<file path="config.mk">
export PLATFORM = sky130hd
export DESIGN_NAME = lcd_timing_gen
export DESIGN_NICKNAME = d
export VERILOG_FILES = /design/src/rtl/lcd_pkg.sv /design/src/rtl/lcd_pattern_gen.sv /design/src/rtl/lcd_timing_gen.sv
export SDC_FILE = /design/constraint.sdc
export NUM_CORES = 1
export LEC_CHECK = 0
export ABC_AREA = 1
export BUFFER_PORTS_ARGS = -buffer_cell sky130_fd_sc_hd__buf_2
export CAP_MARGIN = 30
export CORE_MARGIN = 10
export CORE_UTILIZATION = 38
export DETAILED_ROUTE_END_ITERATION = 6
export GPL_TIMING_DRIVEN = 0
export HOLD_SLACK_MARGIN = 0.02
export PLACE_DENSITY_LB_ADDON = 0.08
export SYNTH_ARGS = -nofsm -noshare
export SYNTH_HDL_FRONTEND = slang
export SYNTH_SLANG_ARGS = --single-unit
</file>
<file path="constraint.sdc">
create_clock -name clk -period 4.6 [get_ports clk]
set_input_delay 0.46 -clock clk [delete_from_list [all_inputs] [get_ports clk]]
set_output_delay 0.46 -clock clk [all_outputs]
set_load 0.01 [all_outputs]
</file>
<file path="src/rtl/lcd_pkg.sv">
// Shared mode encoding and colour constants for the RGB-LCD timing and pattern generator.
package lcd_pkg;

  typedef enum logic [1:0] {
    BARS   = 2'd0,
    GRID   = 2'd1,
    SOLID  = 2'd2,
    MOVING = 2'd3
  } lcd_mode_t;

  // Colours are {r, g, b} on/off flags; each flag expands to a full-scale channel.
  typedef logic [2:0] colour_flags_t;

  localparam colour_flags_t ColWhite   = 3'b111;
  localparam colour_flags_t ColYellow  = 3'b110;
  localparam colour_flags_t ColCyan    = 3'b011;
  localparam colour_flags_t ColGreen   = 3'b010;
  localparam colour_flags_t ColMagenta = 3'b101;
  localparam colour_flags_t ColRed     = 3'b100;
  localparam colour_flags_t ColBlue    = 3'b001;
  localparam colour_flags_t ColBlack   = 3'b000;

  // Index 0 is the leftmost bar.
  localparam colour_flags_t [7:0] BarColours = {
    ColBlack, ColBlue, ColRed, ColMagenta, ColGreen, ColCyan, ColYellow, ColWhite
  };

  localparam int unsigned NumBars    = 8;
  localparam int unsigned MovingBarW = 16;

endpackage

</file>
<file path="src/rtl/lcd_pattern_gen.sv">
// Test-pattern source: maps the current pixel position and shadowed mode to an RGB word.
// Only the colour-bar tracker is stateful; everything else is combinational.
module lcd_pattern_gen
  import lcd_pkg::*;
#(
  parameter int unsigned H_ACTIVE = 480,
  parameter int unsigned H_TOTAL  = 525,
  parameter int unsigned XW       = 10,
  parameter int unsigned YW       = 9,
  parameter int unsigned R_W      = 5,
  parameter int unsigned G_W      = 6,
  parameter int unsigned B_W      = 5
) (
  input  logic                     clk_i,
  input  logic                     rst_ni,
  input  logic                     pix_ce_i,
  input  logic [XW-1:0]            x_i,
  input  logic [YW-1:0]            y_i,
  input  logic                     active_i,
  input  lcd_mode_t                mode_i,
  input  logic [R_W+G_W+B_W-1:0]   solid_i,
  input  logic [XW-1:0]            bar_pos_i,
  output logic [R_W+G_W+B_W-1:0]   rgb_o
);

  localparam int unsigned BarW = H_ACTIVE / NumBars;
  localparam int unsigned BW   = (BarW > 1) ? $clog2(BarW) : 1;

  localparam logic [XW-1:0] XLast      = XW'(H_TOTAL - 1);
  localparam logic [BW-1:0] BarCntLast = BW'(BarW - 1);

  function automatic logic [R_W+G_W+B_W-1:0] expand(input colour_flags_t f);
    return {{R_W{f[2]}}, {G_W{f[1]}}, {B_W{f[0]}}};
  endfunction

  logic [BW-1:0] bar_cnt_q, bar_cnt_d;
  logic [2:0]    bar_idx_q, bar_idx_d;

  // The last bar absorbs the remainder of H_ACTIVE/8 by simply never advancing past it.
  always_comb begin
    bar_cnt_d = bar_cnt_q;
    bar_idx_d = bar_idx_q;
    if (pix_ce_i) begin
      if (x_i == XLast) begin
        bar_cnt_d = '0;
        bar_idx_d = '0;
      end else if (bar_idx_q != 3'd7) begin
        if (bar_cnt_q == BarCntLast) begin
          bar_cnt_d = '0;
          bar_idx_d = bar_idx_q + 3'd1;
        end else begin
          bar_cnt_d = bar_cnt_q + BW'(1);
        end
      end
    end
  end

  always_ff @(posedge clk_i) begin
    if (!rst_ni) begin
      bar_cnt_q <= '0;
      bar_idx_q <= '0;
    end else begin
      bar_cnt_q <= bar_cnt_d;
      bar_idx_q <= bar_idx_d;
    end
  end

  logic            grid_on;
  logic            bar_on;
  logic [XW+4:0]   x_ext;
  logic [XW+4:0]   bar_lo;
  logic [XW+4:0]   bar_hi;

  always_comb begin
    grid_on = ((x_i & XW'(15)) == '0) || ((y_i & YW'(15)) == '0);
    // Widened so a bar starting near the line end does not wrap.
    x_ext   = {5'd0, x_i};
    bar_lo  = {5'd0, bar_pos_i};
    bar_hi  = bar_lo + (XW + 5)'(MovingBarW);
    bar_on  = (x_ext >= bar_lo) && (x_ext < bar_hi);
  end

  always_comb begin
    rgb_o = '0;
    if (active_i) begin
      case (mode_i)
        BARS:    rgb_o = expand(BarColours[bar_idx_q]);
        GRID:    rgb_o = grid_on ? expand(ColWhite) : expand(ColBlack);
        SOLID:   rgb_o = solid_i;
        MOVING:  rgb_o = bar_on ? expand(ColWhite) : expand(ColBlue);
        default: rgb_o = '0;
      endcase
    end
  end

endmodule

</file>
<file path="src/rtl/lcd_timing_gen.sv">
// RGB-LCD timing generator: pixel-clock divider, h/v counters, sync decode, frame-aligned
// pattern shadowing and the registered panel outputs.
module lcd_timing_gen
  import lcd_pkg::*;
#(
  parameter int unsigned H_ACTIVE = 480,
  parameter int unsigned H_FP     = 2,
  parameter int unsigned H_SYNC   = 41,
  parameter int unsigned H_BP     = 2,
  parameter int unsigned V_ACTIVE = 272,
  parameter int unsigned V_FP     = 2,
  parameter int unsigned V_SYNC   = 10,
  parameter int unsigned V_BP     = 2,
  parameter int unsigned CLK_DIV  = 10,
  parameter bit          HS_POL   = 1'b0,
  parameter bit          VS_POL   = 1'b0,
  parameter int unsigned R_W      = 5,
  parameter int unsigned G_W      = 6,
  parameter int unsigned B_W      = 5
) (
  input  logic                   clk,
  input  logic                   rst,
  input  logic [1:0]             mode,
  input  logic [R_W+G_W+B_W-1:0] solid_rgb,
  output logic                   lcd_clk,
  output logic                   lcd_de,
  output logic                   lcd_hsync,
  output logic                   lcd_vsync,
  output logic [R_W-1:0]         lcd_r,
  output logic [G_W-1:0]         lcd_g,
  output logic [B_W-1:0]         lcd_b,
  output logic                   frame_start
);

  localparam int unsigned H_TOTAL = H_ACTIVE + H_FP + H_SYNC + H_BP;
  localparam int unsigned V_TOTAL = V_ACTIVE + V_FP + V_SYNC + V_BP;
  localparam int unsigned RGB_W   = R_W + G_W + B_W;
  localparam int unsigned XW      = $clog2(H_TOTAL + 1);
  localparam int unsigned YW      = $clog2(V_TOTAL + 1);
  localparam int unsigned DW      = $clog2(CLK_DIV);

  localparam logic [DW-1:0] DivLast  = DW'(CLK_DIV - 1);
  localparam logic [DW-1:0] DivHalf  = DW'(CLK_DIV / 2);
  localparam logic [XW-1:0] XLast    = XW'(H_TOTAL - 1);
  localparam logic [XW-1:0] XActEnd  = XW'(H_ACTIVE);
  localparam logic [XW-1:0] XActLast = XW'(H_ACTIVE - 1);
  localparam logic [XW-1:0] XSyncBeg = XW'(H_ACTIVE + H_FP);
  localparam logic [XW-1:0] XSyncEnd = XW'(H_ACTIVE + H_FP + H_SYNC);
  localparam logic [YW-1:0] YLast    = YW'(V_TOTAL - 1);
  localparam logic [YW-1:0] YActEnd  = YW'(V_ACTIVE);
  localparam logic [YW-1:0] YSyncBeg = YW'(V_ACTIVE + V_FP);
  localparam logic [YW-1:0] YSyncEnd = YW'(V_ACTIVE + V_FP + V_SYNC);

  logic [DW-1:0]    div_q, div_d;
  logic             lcd_clk_q, lcd_clk_d;
  logic [XW-1:0]    h_q, h_d;
  logic [YW-1:0]    v_q, v_d;
  lcd_mode_t        mode_sh_q, mode_sh_d;
  logic [RGB_W-1:0] solid_sh_q, solid_sh_d;
  logic [XW-1:0]    bar_pos_q, bar_pos_d;
  logic             de_q, de_d;
  logic             hs_q, hs_d;
  logic             vs_q, vs_d;
  logic [RGB_W-1:0] rgb_q, rgb_d;
  logic             fs_q, fs_d;

  logic             pix_ce;
  logic             line_end;
  logic             frame_end;
  logic             active;
  logic             hs_on;
  logic             vs_on;
  logic [RGB_W-1:0] pat_rgb;

  always_comb begin
    pix_ce    = (div_q == DivLast);
    line_end  = pix_ce && (h_q == XLast);
    frame_end = line_end && (v_q == YLast);
    active    = (h_q < XActEnd) && (v_q < YActEnd);
    hs_on     = (h_q >= XSyncBeg) && (h_q < XSyncEnd);
    vs_on     = (v_q >= YSyncBeg) && (v_q < YSyncEnd);
  end

  lcd_pattern_gen #(
    .H_ACTIVE (H_ACTIVE),
    .H_TOTAL  (H_TOTAL),
    .XW       (XW),
    .YW       (YW),
    .R_W      (R_W),
    .G_W      (G_W),
    .B_W      (B_W)
  ) u_pattern (
    .clk_i     (clk),
    .rst_ni    (rst),
    .pix_ce_i  (pix_ce),
    .x_i       (h_q),
    .y_i       (v_q),
    .active_i  (active),
    .mode_i    (mode_sh_q),
    .solid_i   (solid_sh_q),
    .bar_pos_i (bar_pos_q),
    .rgb_o     (pat_rgb)
  );

  always_comb begin
    div_d      = pix_ce ? '0 : div_q + DW'(1);
    // Registered compare against the next divider value keeps lcd_clk glitch-free.
    lcd_clk_d  = (div_d >= DivHalf);
    h_d        = h_q;
    v_d        = v_q;
    mode_sh_d  = mode_sh_q;
    solid_sh_d = solid_sh_q;
    bar_pos_d  = bar_pos_q;
    de_d       = de_q;
    hs_d       = hs_q;
    vs_d       = vs_q;
    rgb_d      = rgb_q;
    fs_d       = 1'b0;

    if (pix_ce) begin
      h_d   = (h_q == XLast) ? '0 : h_q + XW'(1);
      de_d  = active;
      hs_d  = hs_on ? HS_POL : ~HS_POL;
      vs_d  = vs_on ? VS_POL : ~VS_POL;
      rgb_d = active ? pat_rgb : '0;
      fs_d  = (h_q == '0) && (v_q == '0);
    end

    if (line_end) begin
      v_d = (v_q == YLast) ? '0 : v_q + YW'(1);
    end

    // Pattern inputs are latched only at the frame wrap so a frame never tears.
    if (frame_end) begin
      mode_sh_d  = lcd_mode_t'(mode);
      solid_sh_d = solid_rgb;
      bar_pos_d  = (bar_pos_q == XActLast) ? '0 : bar_pos_q + XW'(1);
    end
  end

  always_ff @(posedge clk) begin
    if (!rst) begin
      div_q      <= '0;
      lcd_clk_q  <= 1'b0;
      h_q        <= '0;
      v_q        <= '0;
      mode_sh_q  <= BARS;
      solid_sh_q <= '0;
      bar_pos_q  <= '0;
      de_q       <= 1'b0;
      hs_q       <= ~HS_POL;
      vs_q       <= ~VS_POL;
      rgb_q      <= '0;
      fs_q       <= 1'b0;
    end else begin
      div_q      <= div_d;
      lcd_clk_q  <= lcd_clk_d;
      h_q        <= h_d;
      v_q        <= v_d;
      mode_sh_q  <= mode_sh_d;
      solid_sh_q <= solid_sh_d;
      bar_pos_q  <= bar_pos_d;
      de_q       <= de_d;
      hs_q       <= hs_d;
      vs_q       <= vs_d;
      rgb_q      <= rgb_d;
      fs_q       <= fs_d;
    end
  end

  assign lcd_clk               = lcd_clk_q;
  assign lcd_de                = de_q;
  assign lcd_hsync             = hs_q;
  assign lcd_vsync             = vs_q;
  assign {lcd_r, lcd_g, lcd_b} = rgb_q;
  assign frame_start           = fs_q;

endmodule
</file>
After elaboration in Yosys (flattened, before gate mapping)
Memories as Yosys holds them, arrays and structs flattened. A register that Yosys moved wholly into a read port is not among the register bits.
Cells that the tools add are included.
{ "classes": {"eq_ne": 9, "n_lt_le_gt_ge": 10, "muxes": 19, "n_reduce_logical": 18, "addsub": 7} }
{ "ops": {"columns": ["cell", "n"], "rows": [
  ["case mux 16 bit (4 select lines)", 1],
  ["2-to-1 mux 16 bit", 3],
  ["adder 10 x 1 -> 10 bit (second input constant)", 2],
  ["zero test 10 bit", 2],
  ["2-to-1 mux 10 bit", 2],
  ["zero test 9 bit", 2],
  ["less-than comparator 9 bit (second input constant)", 2],
  ["2-to-1 mux 3 bit", 6],
  ["2-to-1 mux 6 bit", 3],
  ["less-than comparator 10 x 15 -> 1 bit", 1],
  ["adder 10 x 5 -> 11 bit (second input constant)", 1],
  ["== test 10 bit (second input constant)", 1],
  ["== test 10 x 9 -> 1 bit (second input constant)", 1],
  [">= comparator 10 bit", 1],
  [">= comparator 10 x 9 -> 1 bit (second input constant)", 1],
  ["less-than comparator 10 bit (second input constant)", 1],
  ["less-than comparator 10 x 9 -> 1 bit (second input constant)", 1],
  ["adder 9 x 1 -> 9 bit (second input constant)", 1],
  ["== test 9 bit (second input constant)", 1],
  [">= comparator 9 bit (second input constant)", 1],
  ["2-to-1 mux 9 bit", 1],
  ["logical AND 1 bit", 7],
  ["adder 6 x 1 -> 6 bit (second input constant)", 1],
  ["== test 6 bit (second input constant)", 1],
  ["15 further kinds", 19]
]} }
{ "word_totals": {"word_cells": 78, "mem_count": 1, "output_inout_bits": 21, "input_bits": 20, "register_bits": 81, "mem_bits_ro": 24} }
{ "memory_table": {"columns": ["memory", "words", "width", "read_ports", "rd_clocked_by_memory_dff", "wr", "line", "rtl"], "rows": [
  ["(name not given)", 8, 3, 1, 1, 0, "lcd_pattern_gen.sv:87", "BARS: rgb_o = expand(BarColours[bar_idx_q]);"]
]} }

Logic depth before layout (Yosys ltp)
{ "depth": {"word_depth": 6, "depth_mapped": 14, "depth_no_buf": 13} }

Modules after synthesis
Synthesis repeated with hierarchy kept, for this count alone.
{ "hier_totals": {"hier_cells": 721, "hier_area_um2": 4802.1} }
{ "modules_own_cells": {"columns": ["module", "seq_area_each_um2", "instances", "cells_per_inst", "area_per_inst_um2"], "rows": [
  ["lcd_timing_gen", 1441.4, 1, 469, 3308.2],
  ["lcd_pattern_gen", 240.2, 1, 252, 1493.9]
]} }

Least setup slack after synthesis
Ideal clock, no wire load.
{ "synth_path": {"path_kind": "reg2reg", "startpoint": "reg bar_pos_q[6]", "endpoint": "reg rgb_q[11]", "slack_ns": 2.601, "t_required_ns": 4.542, "period_less_slack_ns": 1.999, "arrival_ns": 1.941, "stages_incl_launch_ff": 15, "setup_time_ns": 0.058, "path_buffers": 2, "path_cell_list": "dfxtp_1 > clkbuf_2 > nand2_1 > nor2_1 > nand2_1 > xor2_1 > ha_1 > a21oi_1 > nand2_1 > a21oi_1 > nand3_1 > buf_2 > nand2_1 > nand2_1 > nand2_1"} }
{ "synth_via": {"elab_chain_len": 6, "word_cells_on_any_way": 7, "classes_between": "add/sub: 1; order compare: 2; mux: 3; reduce/logical: 1"} }
{ "synth_lines": {"columns": ["item", "line", "rtl"], "rows": [
  ["from (decl)", "lcd_timing_gen.sv:60", "logic [XW-1:0] bar_pos_q, bar_pos_d;"],
  ["from (signal assigned)", "lcd_timing_gen.sv:162", "bar_pos_q <= bar_pos_d;"],
  ["adder 10 x 5 -> 11 bit", "lcd_pattern_gen.sv:79", "bar_hi = bar_lo + (XW + 5)'(MovingBarW);"],
  ["less-than comparator 10 x 15 -> 1 bit", "lcd_pattern_gen.sv:80", "bar_on = (x_ext >= bar_lo) && (x_ext < bar_hi);"],
  ["logical AND 1 bit *", "lcd_pattern_gen.sv:80", null],
  ["2-to-1 mux 16 bit *", "lcd_pattern_gen.sv:90", "MOVING: rgb_o = bar_on ? expand(ColWhite) : expand(ColBlue);"],
  ["case mux 16 bit (4 select lines) *", "lcd_pattern_gen.sv:86", "case (mode_i)"],
  ["2-to-1 mux 16 bit *", "lcd_timing_gen.sv:125", "rgb_d = active ? pat_rgb : '0;"],
  ["to (signal assigned)", "lcd_timing_gen.sv:166", "rgb_q <= rgb_d;"],
  ["to (decl)", "lcd_timing_gen.sv:64", "logic [RGB_W-1:0] rgb_q, rgb_d;"]
]} }
Mark *: on every way between the ends. The rest lies on a longest branch, timed or not.
A chain may end at the register's enable or synchronous reset.

Final worst setup path
{ "layout_path": {"startpoint": "reg bar_pos_q[6]", "endpoint": "reg rgb_q[7]"} }
Same word-level chain as after synthesis.

==> metrics list <==
- The flow ran to the end, and the final reports show no timing, DRC or antenna violations.
- Maximum number of pins on one net before global-route repair: 16
- STA puts the critical path data arrival time at 2.68 ns.
* Cell area after synthesis: 4740 um2
* Primary flip-flop cell chosen by synthesis mapping: dfxtp_1
- Number of standard-cell rows in the floorplan: 40
* Maximum achievable frequency: 0.418 GHz
- After detailed routing, the total wire length is 11,600 um.
* Post-synthesis compound-gate area fraction: 9.21%
- Hold crit path type: primary input to register
- RSZ-0062 raised after global routing: no
* Number of max-cap violations: 0
- Final non-filler cell total: 888
- Nets@finish: 765
- Wl on met1: 5650 um
- In this run the worst path has a maximum fanout of 10.
* Final cycle utilization of the critical path: 52.0%
- STA classifies the critical path endpoint as a register.
- Leakage: 0.00248 uW
* Commonest cells after routing, fill and taps aside: nand2_1 (160), nor2_1 (94), dfxtp_1 (84)
- Share of the synthesized area in the top cell type: 35.5%
- The count of buffers added on input and output ports is 39.
* Skew final: 0.00880 ns
* Antenna-violating nets left: 0
- The first detailed-routing pass took 4 iterations.
- Clock-pin slew reported for the worst setup and hold paths after clock tree synthesis: 0.07 ns
* Share of flip-flops with an asynchronous set or reset: 0%
* Die height: 132 um
- The clock period could shrink to 2.39 ns.
* Wire per inst: 13.1 um
- TritonCTS built the clock tree.
* Endpoints failing setup: 0
- Sw frac: 23.5%
- For the pin with the worst max-slew slack, the measured transition is 0.613 ns.
- Detailed placement ended at an HPWL of 9130 um.
- Routability-driven placement finished with a final weighted congestion of 0.867.
- Net count after synthesis: 715
- Clock tree synthesis selected as its root buffer the cell clkbuf_16.
* Count of buffers added by post-CTS timing repair for setup: 0
* Sw Pwr: 347 uW
* Proportion of synthesized area in mux cells: 0%
- Sorting the synthesized cells by area gives the leading types as dfxtp_1 (35%), nand2_1 (13%), ha_1 (7.9%).
* Vias in the first global route: 3,973
* Total clock sinks: 84
* Total gr overflow: 0
* Power density over the cells: 272 nW/um2
* Syn avg cell area: 7.13 um2
- Cell count after synthesis: 665
* Internal power consumption: 1130 uW
* Number of buffers created by CTS: 9
- The first global-routing pass estimated 19,800 um of wire.
- Classification of the worst setup path: register to register
- The synthesized netlist devotes 2.96% of its cell area to XOR and XNOR gates.
* Synthesized flop and latch total: 84
- Area of the core: 12,100 um2
- Summing the sequential cell areas from Yosys gives 35.5% of the chip area.
- After detailed routing, the number of remaining DRC violations is 0.
- The die covers 17,300 um2.
* Share of layout cells above drive strength 1: 14.9%
- Final count of pins violating max slew: 0
- Clock latency reported for the late side of the worst-skew pair: 0.35 ns
* Number of enable flip-flop cells after synthesis: 0
- Antenna violations before repair: 0
- The number of gates resized after CTS was 0.
- Pin placement for this block handled 41 I/O pins.
- The routed design uses 356 um of met3 wire.
- After synthesis, the largest family of logic cells by area is simple AND/OR/NAND/NOR gates.
* Critical path launch point type: register
- The repair_antennas step left the layout with diodes totalling 0.
- Cell count after placement: 872
* Worst ir drop on vdd: 150 uV
* Simple-gate share of the synthesized area: 35.7%
- Data on the critical path is required at its endpoint by 4.89 ns.
- First-iteration detailed-routing DRC count: 228
- Once placement finished, the instance area stood at 5140 um2.
- Overall via count from detail_route: 4,198
* Top Layer Used: met4
* Yosys top cell by area: dfxtp_1
* Die Width: 132 um
- Distinct cell type count after synthesis: 42
* Setup total negative slack: 0 ns
- Hold timing on the final database bottoms out at a slack of 0.336 ns.
- Initial Utilization: 39.1%
- In the routed layout, each cell is associated on average with a via count of 4.73.
* Number of hold buffers added after cts: 0
- Leading cell type in the layout, fill and taps excluded: nand2_1
- The clock network accounts for 47.7% of the total power.
- Of the total power, registers draw 49.6%.
- Of the total synthesized cell area, the portion taken by full adders, half adders and majority gates is 7.92%.
* Slew HR: 59.1%
- The Yosys step of the flow raised 0 warnings.
- For this run, the total global-route usage over all layers was measured as 13.8%.
- The final hold violation count came to 0.
- Summing all non-filler instances in the final layout gives an area of 5430 um2.
- Layout area overhead: 14.6%
- The clock passes through at most 2 buffers.
- Summed over all nets, wire length on met2 after detailed routing comes to 5480 um.
- Power share of the combinational group: 2.7%
- Number of H-tree levels: 3
[path summary, 6_finish.rpt]
path | start | to | slack [ns] | depth (start not counted)
worst max-delay path | bar_pos_q[6] | rgb_q[7] | 2.21 | 14
worst min-delay path | solid_rgb[13] | solid_sh_q[13] | 0.34 | 3
worst max register to register | bar_pos_q[6] | rgb_q[7] | 2.21 | 14
worst min register to register | rgb_q[1] | rgb_q[1] | 0.45 | 2
[cell families after synthesis]
family	after synthesis
flip-flops	84
buffers and inverters	98
adder cells (fa/ha/maj)	30
XOR/XNOR	16
AO/OA/AOI/OAI	80
AND/OR/NAND/NOR	357
[worst max-delay path: stages, from the launching register on]
cell and delay [ns]:
dfxtp_1 0.31, clkbuf_2 0.18, nand2_1 0.13, nor2_1 0.20, nand2_1 0.09, xor2_1 0.16
ha_1 0.32, a21oi_1 0.16, nand2_1 0.07, a21oi_1 0.14, nand3_1 0.16, buf_2 0.23
nand2_1 0.07, nand2_1 0.05, nand2_1 0.06
[flip-flops by register name, indices dropped and copies added, names as in the netlist, 2 cells and up, named ones only]
name                 count
h_q                     10
u_pattern.bar_cnt_q      6
v_q                      9
u_pattern.bar_idx_q      3
rgb_q                   16
bar_pos_q               10
div_q                    4
mode_sh_q                2
solid_sh_q              16
[cells in the mapped netlist (3+ instances only)]
library cell  number
a21oi_1           36
a21oi_2            4
buf_2              9
clkbuf_1           4
dfxtp_1           84
ha_1              30
inv_1             74
inv_2              4
nand2_1          160
nand2_2            6
nand3_1           36
nand3_2            5
nand3b_1           5
nand4_1           22
nor2_1            94
nor2_2             3
nor2_4             5
nor3_1             6
o21ai_0           13
o21ai_1           22
xnor2_1            3
xor2_1            13
[power by group through the flow]
| stage | logic [uW] | registers (uW) | clock network (uW) |
|---|---|---|---|
| floorplan | 22.1 | 750 | 0 |
| global placement | 39.6 | 749 | 0 |
| detailed placement | 40.5 | 749 | 0 |
| CTS | 40.6 | 733 | 728 |
| global route | 44.8 | 733 | 762 |
| finish | 39.5 | 733 | 704 |
[area by class of cell]
| class | count | area (um2) |
|---|---|---|
| flip-flops and latches | 84 | 1680 |
| fillers | 1308 | 6680 |
| multi-input cells | 483 | 2640 |
| clock inverters | 6 | 46.3 |
| plain buffers | 17 | 108 |
| inverters | 81 | 307 |
| repair buffers | 39 | 195 |
| clock buffers | 10 | 239 |
| well taps | 168 | 210 |
[routing by layer]
metal  global-route usage [%]  up-vias
li1                         -     2242
met1                     17.7     1892
met2                     22.1       50
met3                     2.44       14
met4                     6.06        0
met5                        0        -
[through the flow]
step           util (%)  power [uW]  worst slack [ns]
2_1_floorplan         -         772              2.60
3_3_place_gp       42.5         789              2.22
3_5_place_dp       42.5         790              2.20
4_1_cts            44.8        1500              2.17
5_1_grt            44.8        1540              1.93
6_report           44.8        1480              2.21
Power figures use the tool's default switching activity.
